File: src/rtl/cond_flags_unit.sv
// Execute-stage condition unit: owns the NZCV + sticky flags register,
// evaluates instruction conditions, forwards next-flags and sequences IT blocks.
module cond_flags_unit #(
    parameter int unsigned NFLAGS = 5,
    parameter int unsigned IT_MAX = 4
) (
    input  logic              clk,
    input  logic              reset,
    input  logic              Stall,
    input  logic              Flush,
    input  logic              Valid,
    input  logic [3:0]        Cond,
    input  logic [NFLAGS-1:0] ALUFlags,
    input  logic [2:0]        FlagsWrite,
    input  logic              ITStart,
    input  logic [3:0]        ITCond,
    input  logic [IT_MAX-1:0] ITMask,
    input  logic [2:0]        ITLen,
    output logic              CondEx,
    output logic [NFLAGS-1:0] FlagsNext,
    output logic [NFLAGS-1:0] Flags,
    output logic              InIT,
    output logic [2:0]        ITRemain,
    output logic              ITErr
);

    localparam int unsigned NSTICKY = NFLAGS - 4;
    localparam int unsigned IDX_N   = NFLAGS - 1;
    localparam int unsigned IDX_Z   = NFLAGS - 2;
    localparam int unsigned IDX_C   = NFLAGS - 3;
    localparam int unsigned IDX_V   = NFLAGS - 4;

    typedef enum logic {IDLE, ACTIVE} state_t;

    state_t            state_q, state_d;
    logic [3:0]        itcond_q, itcond_d;
    logic [IT_MAX-1:0] mask_q, mask_d;
    logic [2:0]        remain_d;
    logic              iterr_d;
    logic [3:0]        eff_cond;
    logic              accept;
    logic              len_ok;

    // Condition-code evaluation against the N, Z, C, V flags.
    function automatic logic cond_eval(input logic [3:0] c, input logic n,
                                       input logic z, input logic cf, input logic v);
        logic r;
        case (c)
            4'd0:    r = z;
            4'd1:    r = ~z;
            4'd2:    r = cf;
            4'd3:    r = ~cf;
            4'd4:    r = n;
            4'd5:    r = ~n;
            4'd6:    r = v;
            4'd7:    r = ~v;
            4'd8:    r = cf & ~z;
            4'd9:    r = ~cf | z;
            4'd10:   r = (n == v);
            4'd11:   r = (n != v);
            4'd12:   r = ~z & (n == v);
            4'd13:   r = z | (n != v);
            4'd14:   r = 1'b1;
            default: r = 1'b0;
        endcase
        return r;
    endfunction

    assign InIT     = (state_q == ACTIVE);
    assign eff_cond = InIT ? (itcond_q ^ {3'b000, ~mask_q[0]}) : Cond;
    assign accept   = Valid & ~Stall & ~Flush;
    assign len_ok   = (ITLen != 3'd0) && (ITLen <= 3'(IT_MAX));

    // Zero-latency execute decision and grouped next-flags forward.
    always_comb begin
        CondEx    = Valid & ~Flush & cond_eval(eff_cond, Flags[IDX_N], Flags[IDX_Z],
                                               Flags[IDX_C], Flags[IDX_V]);
        FlagsNext = Flags;
        if (CondEx && FlagsWrite[2]) begin
            FlagsNext[IDX_N] = ALUFlags[IDX_N];
            FlagsNext[IDX_Z] = ALUFlags[IDX_Z];
        end
        if (CondEx && FlagsWrite[1]) begin
            FlagsNext[IDX_C] = ALUFlags[IDX_C];
            FlagsNext[IDX_V] = ALUFlags[IDX_V];
        end
        if (CondEx && FlagsWrite[0]) begin
            FlagsNext[NSTICKY-1:0] = Flags[NSTICKY-1:0] | ALUFlags[NSTICKY-1:0];
        end
    end

    // IT sequencer next-state: flush aborts, stall freezes, each accepted instruction uses a slot.
    always_comb begin
        state_d  = state_q;
        itcond_d = itcond_q;
        mask_d   = mask_q;
        remain_d = ITRemain;
        iterr_d  = 1'b0;
        if (Flush) begin
            state_d  = IDLE;
            remain_d = 3'd0;
            mask_d   = '0;
        end else if (accept) begin
            case (state_q)
                IDLE: begin
                    if (ITStart) begin
                        if (len_ok) begin
                            state_d  = ACTIVE;
                            itcond_d = ITCond;
                            mask_d   = ITMask;
                            remain_d = ITLen;
                        end else begin
                            iterr_d = 1'b1;
                        end
                    end
                end
                ACTIVE: begin
                    if (ITRemain != 3'd0) begin
                        remain_d = ITRemain - 3'd1;
                        mask_d   = mask_q >> 1;
                    end
                    if (ITRemain <= 3'd1) begin
                        state_d = IDLE;
                    end
                    if (ITStart) begin
                        iterr_d = 1'b1;
                    end
                end
                default: state_d = IDLE;
            endcase
        end
    end

    // Sequencer state registers.
    always_ff @(posedge clk or posedge reset) begin
        if (reset) begin
            state_q  <= IDLE;
            itcond_q <= 4'd0;
            mask_q   <= '0;
            ITRemain <= 3'd0;
            ITErr    <= 1'b0;
        end else begin
            state_q  <= state_d;
            itcond_q <= itcond_d;
            mask_q   <= mask_d;
            ITRemain <= remain_d;
            ITErr    <= iterr_d;
        end
    end

    // Architectural flags register; stall freezes it regardless of CondEx.
    always_ff @(posedge clk or posedge reset) begin
        if (reset) begin
            Flags <= '0;
        end else if (!Stall) begin
            Flags <= FlagsNext;
        end
    end

endmodule

File: config.mk
export PLATFORM = sky130hd
export DESIGN_NAME = cond_flags_unit
export DESIGN_NICKNAME = d
export VERILOG_FILES = /design/src/rtl/cond_flags_unit.sv
export SDC_FILE = /design/constraint.sdc
export NUM_CORES = 1
export LEC_CHECK = 0
export ABC_AREA = 1
export CORE_UTILIZATION = 45
export CTS_CLUSTER_SIZE = 28
export DETAILED_ROUTE_END_ITERATION = 10
export HOLD_SLACK_MARGIN = 0.12
export MAX_ROUTING_LAYER = met4
export PLACE_DENSITY = 0.79
export SLEW_MARGIN = 10
export SYNTH_ARGS = -nofsm -noshare
export SYNTH_HDL_FRONTEND = slang
export SYNTH_SLANG_ARGS = --single-unit
File: constraint.sdc
create_clock -name clk -period 2.52 [get_ports clk]
set_clock_uncertainty 0.2 [all_clocks]
set_input_delay 0.504 -clock clk [delete_from_list [all_inputs] [get_ports clk]]
set_output_delay 0.504 -clock clk [all_outputs]
set_load 0.05 [all_outputs]
After elaboration in Yosys (flattened, before gate mapping)
Index checks and enable logic that the tools add are counted.
- input bits: 29
- output and inout bits: 16
- register bits after elaboration: 18
- add/sub/neg operators: 1
- $lt $le $gt $ge: 2
- equality and inequality tests: 19
- multiplexer cells: 29
- reduce and logical (&&, ||, !) cells: 10
- bitwise gates (word level): 18
- operators by type and width (operator ; count):
    $eq 4x4->1 const B ; 7
    $mux 4 ; 6
    $eq 4x3->1 const B ; 4
    $mux 3 ; 5
    $pmux 1 s15 ; 1
    $mux 1 ; 11
    $eq 4x2->1 const B ; 2
    $not 1->1 ; 8
    $pmux 4 s2 ; 1
    $and 1x1->1 ; 6
    $ne 3x3->1 const B ; 2
    $pmux 3 s2 ; 1
    $reduce_bool 3->1 ; 2
    $reduce_and 5->1 ; 1
    $eq 4x1->1 const B ; 1
    $logic_and 1x1->1 ; 4
    $logic_not 4->1 ; 1
    $mux 2 ; 2
    $pmux 1 s2 ; 2
    $reduce_and 4->1 ; 1
    $xor 4x1->4 ; 1
    $le 3x1->1 const B ; 1
    $le 3x3->1 const B ; 1
    $ne 3x2->1 const B ; 1
    5 further kinds ; 7

Depth between registers and ports, before layout
- depth after elaboration: 8
- mapped depth: 14
- mapped depth without buffers: 14

Worst setup path before layout
OpenSTA, ideal clock, no wires.
- path type: flip-flop to output port
- start point: register state_q, in the netlist InIT
- end point: output FlagsNext[1]
- slack: -0.244 ns
- path buffers: 0
- data required time: 1.816 ns
- stages on the path, launching flop included: 12
- arrival: 2.060 ns
- path through: dfrtp_1 inv_1 nand2_1 nand2_4 inv_1 nand2_1 nand3_1 nor2_1 nor2_2 nand4_4 nand4_1 and2_1
- word-level cells in the longest chain between the ends: 6
- elaborated cells on any way between the ends: 20
- classes of those cells: eq/ne: 14; mux: 3; bitwise: 1; reduce/logical: 2
- ends and longest elaborated chain (what ; RTL line ; RTL):
    start, declared ; 35 ; state_t state_q, state_d;
    start signal, assigned ; 143 ; state_q <= state_d;
    $mux 4 (*) ; 70 ; assign eff_cond = InIT ? (itcond_q ^ {3'b000, ~mask_q[0]}) : Cond;
    $eq 4x4->1, or another cell as far along ; 48 ; case (c)
    $pmux 1 s15 (*) ; 48 ;
    $and 1x1->1 (*) ; 76 ; CondEx = Valid & ~Flush & cond_eval(eff_cond, Flags[IDX_N], Flags[IDX_Z],
    $logic_and 1x1->1 (*) ; 83 ; if (CondEx && FlagsWrite[1]) begin
    $mux 2 (*) ; 83 ;
    end, declared ; 20 ; output logic [NFLAGS-1:0] FlagsNext,
Every way passes the cells marked *; elsewhere a longest branch is shown, timed or not.

Worst setup path after layout
- start point: register state_q, in the netlist InIT
- end point: output FlagsNext[2]
The elaborated chain is that of the path after synthesis.

==> qor.yml <==
status:
  run_status: "finished, violations left"
  violations: "setup timing"
hold_path:
  min-delay-start: "Flags[0]$_DFFE_PP0N_"
  min_path_cells: 2
  hold_end: "Flags[0]$_DFFE_PP0N_"
  hp-class: "flip-flop to flip-flop"
cells_and_area:
  final_common_cell: "nand2_1"
  n_fill_cell: 207
  multi_input_area_um2: 831
  stdcell_area_um2: 2140
  finish.utilization_pct: 76.9
  drive_gt1_share_pct: 31.3
  n_antenna_cell: 0
  nets: 282
  areaGrowthSynthToFinish_pct: 60.3
  register_area_um2: 453
  layout_common_cells: "nand2_1 (34), clkdlybuf4s50_1 (33), inv_1 (26)"
critical_path:
  r2r_end: "Flags[2]$_DFFE_PP0N_"
  path_max_fanout: 8
  worstSetupPathType: "flip-flop to output port"
  reg2reg_from: "InIT$_DFFE_PP0P_"
  crit_path_end_kind: "output port"
  crit_required_ns: 1.82
  crit_arrival_ns: 2.13
  r2r_cells: 20
  start_kind: "flip-flop"
  rrSetupSlack_ns: -0.31
detailed_routing:
  drc: 0
  num_vias: 1484
  antenna_left: 0
  post_drt_wl_per_cell_um: 13.0
  drt-vias-per-instance: 5.30
  drt_iter0_markers: 69
  routed_wl_um: 3640
  drtPass1Iterations: 4
logic_synthesis:
  ys_ff_latch: 18
  syn_avg_cell_area_um2: 7.26
  ys_warn_count: 0
  yosysSeqAreaShare_pct: 33.7
  syn_inst: 184
  syn_nets: 216
  synth_cell_types: 27
  synthesis.area_um2: 1340
global_routing:
  grt_pass1_wl_um: 6090
  grt_overflow_total: 0
  first_global_vias: 1413
  grt.total_usage_pct: 24.5
  grt_max_degree: 19
  antenna_found_initial: 0
floorplanning:
  core-area_um2: 2780
  die_y_um: 56.5
  die_x_um: 56.5
  placementRows: 19
  io-pin-count: 45
  initial_core_util_pct: 48.0
  die-area_um2: 3190
timing:
  setup_ws_ns: -0.312
  period_share_pct: 112
  fmax_mhz: 353
  slew_viol_final: 0
  max_slew_margin_pct: 56.0
  rsz0062_at_grt: "yes"
  hold_viol_final: 0
  fin_setup_tns_ns: -2.05
  setup-violations-final: 7
  fin_crit_ns: 2.83
  worst_pin_slew_ns: 0.659
clock_tree:
  cts_buffer_depth: 2
  clk_latency_ns: 0.29
  cts_hold_buf: 0
  cts.sinks: 18
  cts.reportedPaths.clkPinSlew_ns: 0.10
  cts_htree_levels: 1
  cts_buffers: 3
  tritoncts: "built"
  clockRootBuffer: "clkbuf_4"
flow_run:
  maxCapViolations: 0
place:
  hpwl_um: 2450
  gp_congestion: 0.906
  dpl-instance-area_um2: 1940
  portBuffers: 44
power_and_ir_drop:
  p_comb_share_pct: 59.2
  p_sw_mw: 0.560
  internal-power_mw: 0.779
  vdd_drop_max_mv: 0.601
  p_sw_share_pct: 41.9
  seqPwrFrac_pct: 27.9
  power.total_mw: 1.34
  power_density_nw_per_um2: 626
  pwr-share-clk_pct: 12.9
  power_leakage_nw: 1.03
cells in the mapped netlist (all sizes together):
library cell	number	area, um^2
mux2	2	22.5
o2111ai	6	52.6
or2	1	6.26
nand4	12	90.1
dfrtp	18	450
clkbuf	1	3.75
xnor2	1	8.76
and2	4	25.0
nand3	18	113
inv	30	113
xor2	1	8.76
nor4	1	6.26
a21oi	3	15.0
nand2	56	250
ha	3	37.5
o21ai	11	55.1
nor2	13	51.3
buf	3	26.3
routing by layer:
metal | vias up | wire length, um | GRT usage, %
li1 | 734 | - | -
met1 | 680 | 1650 | 31.8
met2 | 61 | 1700 | 38.7
met3 | 9 | 206 | 3.46
met5 | - | 0 | -
met4 | 0 | 78 | 9.76
final cells by class:
type / instances / share of cell area, %
Multi-Input combinational cell: 132 / 38.8
Timing Repair Buffer: 65 / 30.8
Sequential cell: 18 / 21.2
Inverter: 30 / 5.73
Tap cell: 31 / 1.81
Clock buffer: 4 / 1.70
power groups by stage:
stage,registers (mW),clock network (mW),logic (mW)
after global routing,0.380,0.191,0.842
after global placement,0.378,0,0.640
final,0.374,0.172,0.793
after floorplan,0.446,0,0.322
after CTS,0.375,0.177,0.730
after detailed placement,0.381,0,0.643
per-stage QoR:
stage	hold slack, ns	worst slack, ns	instances
after global routing	0.360	-0.422	280
after CTS	0.328	-0.254	279
after global placement	0.298	-0.420	267
after detailed placement	0.306	-0.443	267
after floorplan	0.242	0.00676	184
final	0.326	-0.312	280
how the worst max path moves through the flow:
stage / slack, ns / depth (start not counted) / startpoint / end
6_report: -0.31 / 13 / InIT$_DFFE_PP0P_ / FlagsNext[2]
5_1_grt: -0.42 / 13 / InIT$_DFFE_PP0P_ / FlagsNext[2]
4_1_cts: -0.25 / 14 / InIT$_DFFE_PP0P_ / FlagsNext[2]
3_5_place_dp: -0.44 / 12 / Cond[0] / FlagsNext[1]
3_3_place_gp: -0.42 / 10 / Cond[0] / FlagsNext[1]
2_1_floorplan: 0.007 / 11 / Flags[4]$_DFFE_PP0N_ / FlagsNext[1]
cells by family after synthesis:
family / after synthesis / share of synthesized area, %
AND/OR/NAND/NOR: 105 / 40.6
buffers and inverters: 34 / 10.7
AO/OA/AOI/OAI: 20 / 9.18
flip-flops: 18 / 33.7
adder cells (fa/ha/maj): 3 / 2.81
XOR/XNOR: 2 / 1.31
multiplexers: 2 / 1.69
repair_timing:
action                     4_1_cts  5_1_grt
setup endpoints to repair        6        7
pin swaps                       14       13
setup buffers                    8        1
gates resized for setup         20       20
state kept, by name (all words and copies together), names as in the netlist:
name	count
Flags	5
ITErr	1
ITRemain	3
InIT	1
itcond_q	4
mask_q	4
critical path, stage by stage, from the launching register on:
cell     delay, ns
dfrtp_2       0.46
buf_6         0.16
nand2_4       0.08
nand2_8       0.08
inv_6         0.07
nand2_2       0.05
nand3_2       0.07
nor2_2        0.04
nor2_2        0.15
nand4_4       0.17
nand3_2       0.14
nand2_2       0.07
and2_4        0.15
buf_12        0.14
No activity file was read; power rests on OpenSTA's default activity.
